$ cat config.mk
export PLATFORM = sky130hd
export DESIGN_NAME = fir_mac_sched
export DESIGN_NICKNAME = d
export VERILOG_FILES = /design/src/rtl/anc_pkg.sv /design/src/rtl/fir_mac_sched_sat.sv /design/src/rtl/fir_mac_sched.sv
export SDC_FILE = /design/constraint.sdc
export NUM_CORES = 1
export LEC_CHECK = 0
export BUFFER_PORTS_ARGS = -buffer_cell sky130_fd_sc_hd__buf_2
export CAP_MARGIN = 25
export CORE_MARGIN = 2
export CORE_UTILIZATION = 50
export CTS_CLUSTER_SIZE = 30
export DETAILED_ROUTE_END_ITERATION = 7
export MAX_ROUTING_LAYER = met4
export PLACE_DENSITY = 0.74
export SYNTH_ARGS = -nofsm -noshare
export SYNTH_HDL_FRONTEND = slang
export SYNTH_HIERARCHICAL = 1
export SYNTH_SLANG_ARGS = --single-unit
export TNS_END_PERCENT = 10
$ cat constraint.sdc
create_clock -name clk -period 20.8 [get_ports clk]
set_clock_uncertainty 0.05 [all_clocks]
set_input_delay 4.16 -clock clk [delete_from_list [all_inputs] [get_ports clk]]
set_output_delay 4.16 -clock clk [all_outputs]
set_load 0.02 [all_outputs]
$ cat src/rtl/anc_pkg.sv
`default_nettype none
// ============================================================================
// Module : anc_pkg
// Brief  : Shared types, default widths and helpers for the ANC FIR datapath.
// Rev    : 1.0  initial release
// ============================================================================
package anc_pkg;

  typedef enum logic [1:0] {
    IDLE  = 2'd0,
    MAC   = 2'd1,
    DRAIN = 2'd2,
    OUT   = 2'd3
  } state_t;

  localparam int c_DATA_W = 16;
  localparam int c_COEF_W = 16;
  localparam int c_ACC_W  = 40;
  localparam int c_FRAC   = 15;
  localparam int c_OUT_W  = 16;

  function automatic int clog2(input int value);
    int r;
    r = 0;
    for (int v = value - 1; v > 0; v = v >> 1) r++;
    return r;
  endfunction

endpackage
`default_nettype wire

$ cat src/rtl/fir_mac_sched_sat.sv
`default_nettype none
// ============================================================================
// Module : fir_mac_sched_sat
// Brief  : Signed saturation of an IN_W-bit value down to OUT_W bits.
// Rev    : 1.0  initial release
// ============================================================================
module fir_mac_sched_sat #(
  parameter int IN_W  = 25,
  parameter int OUT_W = 16
) (
  input  logic signed [IN_W-1:0]  din_i,
  output logic signed [OUT_W-1:0] dout_o
);

  logic [IN_W-OUT_W:0] w_hi;
  logic                w_fits;

  // The value fits iff every bit from the output sign bit upward agrees.
  always_comb begin
    w_hi   = din_i[IN_W-1:OUT_W-1];
    w_fits = (&w_hi) | ~(|w_hi);
    if (w_fits) begin
      dout_o = din_i[OUT_W-1:0];
    end else if (din_i[IN_W-1]) begin
      dout_o = {1'b1, {(OUT_W-1){1'b0}}};
    end else begin
      dout_o = {1'b0, {(OUT_W-1){1'b1}}};
    end
  end

endmodule
`default_nettype wire

$ cat src/rtl/fir_mac_sched.sv
`default_nettype none
// ============================================================================
// Module : fir_mac_sched
// Brief  : Time-multiplexed single-MAC FIR scheduler with saturated output.
//          Define FIR_MAC_SCHED_ROUND_EN for round-half-up before the shift.
// Rev    : 1.0  initial release
// ============================================================================
module fir_mac_sched
  import anc_pkg::*;
#(
  parameter int TAPS   = 16,
  parameter int DATA_W = c_DATA_W,
  parameter int COEF_W = c_COEF_W,
  parameter int ACC_W  = c_ACC_W,
  parameter int FRAC   = c_FRAC,
  parameter int OUT_W  = c_OUT_W
) (
  input  logic                      clk,
  input  logic                      rst,
  input  logic                      flush,
  input  logic                      in_valid,
  output logic                      in_ready,
  input  logic signed [DATA_W-1:0]  in_data,
  output logic [clog2(TAPS)-1:0]    coef_addr,
  output logic                      coef_rd,
  input  logic signed [COEF_W-1:0]  coef_data,
  output logic                      out_valid,
  input  logic                      out_ready,
  output logic signed [OUT_W-1:0]   out_data,
  output logic                      sat_flag
);

  localparam int AW        = clog2(TAPS);
  localparam int PROD_W    = DATA_W + COEF_W;
  localparam int MIN_ACC_W = PROD_W + clog2(TAPS);
`ifdef FIR_MAC_SCHED_ROUND_EN
  localparam int SUM_W = ACC_W + 1;
  localparam logic [SUM_W-1:0] c_HALF = SUM_W'(64'd1 << (FRAC - 1));
`else
  localparam int SUM_W = ACC_W;
`endif
  localparam int RES_W = SUM_W - FRAC;
  localparam logic [AW-1:0] c_LAST = AW'(TAPS - 1);

  if (ACC_W < MIN_ACC_W) begin : g_acc_w_check
    $error("fir_mac_sched: ACC_W=%0d below minimum %0d", ACC_W, MIN_ACC_W);
  end

  state_t                    state_q;
  logic signed [DATA_W-1:0]  x_q [TAPS];
  logic signed [DATA_W-1:0]  xk_q;
  logic signed [DATA_W-1:0]  xd_q;
  logic                      mvalid_q;
  logic                      coef_rd_q;
  logic [AW-1:0]             addr_q;
  logic [AW-1:0]             addr_d;
  logic signed [ACC_W-1:0]   acc_q;
  logic signed [ACC_W-1:0]   acc_d;
  logic                      out_valid_q;
  logic signed [OUT_W-1:0]   out_q;
  logic                      sat_q;

  logic signed [PROD_W-1:0]  w_prod;
  logic signed [SUM_W-1:0]   w_sum;
  logic signed [RES_W-1:0]   w_res;
  logic signed [OUT_W-1:0]   w_sat;
  logic                      w_clip;

  // xd_q/coef_data line up one cycle after the read strobe; acc_d is also the
  // final sum used in DRAIN, so the last product never needs an extra cycle.
  always_comb begin
    addr_d = addr_q + 1'b1;
    w_prod = xd_q * coef_data;
    acc_d  = acc_q + {{(ACC_W-PROD_W){w_prod[PROD_W-1]}}, w_prod};
`ifdef FIR_MAC_SCHED_ROUND_EN
    w_sum  = {acc_d[ACC_W-1], acc_d} + c_HALF;
`else
    w_sum  = acc_d;
`endif
    w_res  = RES_W'(w_sum >>> FRAC);
    w_clip = (w_res != {{(RES_W-OUT_W){w_sat[OUT_W-1]}}, w_sat});
  end

  fir_mac_sched_sat #(
    .IN_W  (RES_W),
    .OUT_W (OUT_W)
  ) u_sat (
    .din_i  (w_res),
    .dout_o (w_sat)
  );

  always_ff @(posedge clk) begin
    if (rst) begin
      state_q     <= IDLE;
      for (int i = 0; i < TAPS; i++) x_q[i] <= '0;
      xk_q        <= '0;
      xd_q        <= '0;
      mvalid_q    <= 1'b0;
      coef_rd_q   <= 1'b0;
      addr_q      <= '0;
      acc_q       <= '0;
      out_valid_q <= 1'b0;
      out_q       <= '0;
      sat_q       <= 1'b0;
    end else begin
      mvalid_q <= coef_rd_q;
      xd_q     <= xk_q;
      if (mvalid_q) acc_q <= acc_d;

      case (state_q)
        IDLE: begin
          if (flush) begin
            for (int i = 0; i < TAPS; i++) x_q[i] <= '0;
          end else if (in_valid && in_ready) begin
            for (int i = TAPS - 1; i > 0; i--) x_q[i] <= x_q[i-1];
            x_q[0]    <= in_data;
            xk_q      <= in_data;
            acc_q     <= '0;
            coef_rd_q <= 1'b1;
            addr_q    <= '0;
            state_q   <= MAC;
          end
        end
        MAC: begin
          if (addr_q == c_LAST) begin
            coef_rd_q <= 1'b0;
            addr_q    <= '0;
            state_q   <= DRAIN;
          end else begin
            addr_q <= addr_d;
            xk_q   <= x_q[addr_d];
          end
        end
        DRAIN: begin
          out_q       <= w_sat;
          sat_q       <= w_clip;
          out_valid_q <= 1'b1;
          state_q     <= OUT;
        end
        OUT: begin
          if (out_ready) begin
            out_valid_q <= 1'b0;
            state_q     <= IDLE;
          end
        end
        default: state_q <= IDLE;
      endcase
    end
  end

  assign in_ready  = (state_q == IDLE) && !flush && !rst;
  assign coef_addr = addr_q;
  assign coef_rd   = coef_rd_q;
  assign out_valid = out_valid_q;
  assign out_data  = out_q;
  assign sat_flag  = sat_q;

endmodule
`default_nettype wire

==> qor.csv <==
metric,value,unit
"commonest non-fill, non-tap cell in the layout",inv_1,
Routability Congestion,0.928,
status,completed,
count of cell types in the netlist,83,
Port Buffer Count,60,
final wirelength,68000,µm
core area,0.0561,mm²
synth warn,6,
largest net degree at the start of global routing,94,
io pins,61,
"Avg Cell Area, Syn",9.83,µm²
Syn Inst Count,2871,
FILL cells,4767,
nets,3243,
GRT Residual Overflow,0,
# clock sinks,354,
number of flops mapped to enable cells by yosys,144,
RSZ-0062 raised after global routing,no,
detailed-route vias per instance,5.88,
residual DRC count,0,
"most used cell, CP",fa_1,
syn nets,3299,
# H-tree levels,2,
DP Area,0.0290,mm²
DP HPWL,48500,µm
Routed WL per cell,18.9,µm
Setup-failing EPs final,0,
postcts setup bufs,0,
Die W,242,µm
TritonCTS buffer count,40,
vias in the first global route,21700,
most frequent cells in the layout,"308 x inv_1, 305 x nand2_1, 263 x fa_1, 208 x dfxtp_1, 185 x a21oi_1",
final core occ,54.2,%
critical-path cell with the highest stage delay,fa_1,
"Async S/R FF share, synth",0,%
"antenna viol nets, final",0,
critical path arrival,16050,ps
# rows,87,
CTS Root Cell,clkbuf_16,
crit path capture type,register,
flop-to-flop setup slack,8210,ps
Critical Path Source Type,input pin,
Initial Util,50.3,%
drt pass-1 iters,6,
"Top FF cell, synth",dfxtp_1,
Worst slew margin,33.4,%
first-pass GRT wire length,112000,µm
Max Fclk,63.8,MHz
min cycle time layout,15670,ps
area grow syn2layout,7.64,%
post-CTS resize count,0,
setup tns final,0,ps
final hold violations,0,
measured slew at the worst slew-check pin,992,ps
Max-cap violations,0,
share of post-route cells with drive strength above 1,9.84,%
CP peak stage delay,940,ps
Post-Synthesis Cell Area,0.0282,mm²
Worst-Skew Late Latency,570,ps
n_diodes,0,
"Seq/Total Area, Yosys",30.2,%
gr usage total,24.0,%
Clock transition at path regs,60,ps
CTS tree,yes,
routed vias,21200,
Finished Cell Area,0.0304,mm²
hold buffer count at cts,0,
CP Class,input pin to register,
die area,0.0584,mm²
Max Buffers Root-to-Sink,3,
"flops & latches, synth",354,
initial antenna violation count,0,
Tcrit/Tclk final,75.3,%
CP max FO,16,
Critical Path RT,21190,ps
Iter 0 DRT Violations,1568,
Die Y,242,µm
WHS,412,ps
Pins Over Slew Limit,0,
Hold Path Class,register to register,
Yosys cell counts (all sizes together) (42+ instances only):
master | count | area (µm²)
xnor2 | 57 | 499
fa | 263 | 5270
a21oi | 187 | 943
ha | 128 | 1600
edfxtp | 144 | 4320
mux2i | 68 | 681
nand2 | 306 | 1150
and2 | 131 | 821
nor2 | 156 | 586
dfxtp | 210 | 4200
clkbuf | 156 | 586
mux4 | 80 | 1800
nand3 | 114 | 571
o21ai | 42 | 221
inv | 308 | 1160
and3 | 156 | 981
final timing paths:
kind	cells past startpoint	to	startpoint
hold / removal	1	xd_q[10]	xk_q[10]
hold reg to reg	1	xd_q[10]	xk_q[10]
setup reg to reg	42	sat_flag	xd_q[6]
setup / recovery	40	sat_flag	coef_data[1]
metrics by stage:
step / cells / setup WS (ps)
after floorplan: 2871 / 5670
after global placement: 3525 / 5060
after detailed placement: 3528 / 4650
after CTS: 3601 / 5200
after global routing: 3602 / 4150
final: 3602 / 5130
sequential cells by signal, indices dropped and copies added (netlist names):
name / cells
x_q: 256
acc_q: 40
out_data: 16
xd_q: 16
xk_q: 16
coef_addr: 4
state_q: 2
coef_rd: 1
mvalid_q: 1
out_valid: 1
sat_flag: 1
layer usage:
metal	wire (µm)	vias up	global-route usage (%)	share of wire, %
met3	3550	142	3.12	5.2
met4	1940	0	7.38	2.8
met5	0	-	-	0
met2	34800	652	40.7	51
met1	27700	10700	30.0	41
li1	-	9666	-	-
critical path, delay by kind of cell:
kind	cells	cell delay, ps
adders and majority gates	8	4140
AOI/OAI and AO/OA	14	3950
and+or+nand+nor	9	2020
xor gates and xnor gates	3	830
buffers and inverters	5	750
muxes	1	170
cell type report:
class / instances / area (µm²) / share of cell area [%]
timing repair buffer: 83 / 546 / 1.80
clock inverter: 14 / 131 / 0.432
tap: 756 / 946 / 3.11
sequential: 354 / 8530 / 28.1
inverter: 308 / 1160 / 3.81
clock buffer: 59 / 1180 / 3.90
multi-input combinational: 2028 / 17900 / 58.9
cells by family (layout without fill, tap and decap cells):
group	Yosys count	after routing	share of synthesized area (%)
DFF	354	354	30.2
and+or+nand+nor	1003	1003	17.9
AOI/OAI and AO/OA	405	405	9.52
xor gates and xnor gates	77	77	2.44
muxes	152	152	8.95
buffers and inverters	489	464	6.62
adders and majority gates	391	391	24.3
Power is left out: the tool's default activity adds up to more than one toggle a clock period on the data nets, which glitch-free logic cannot reach.
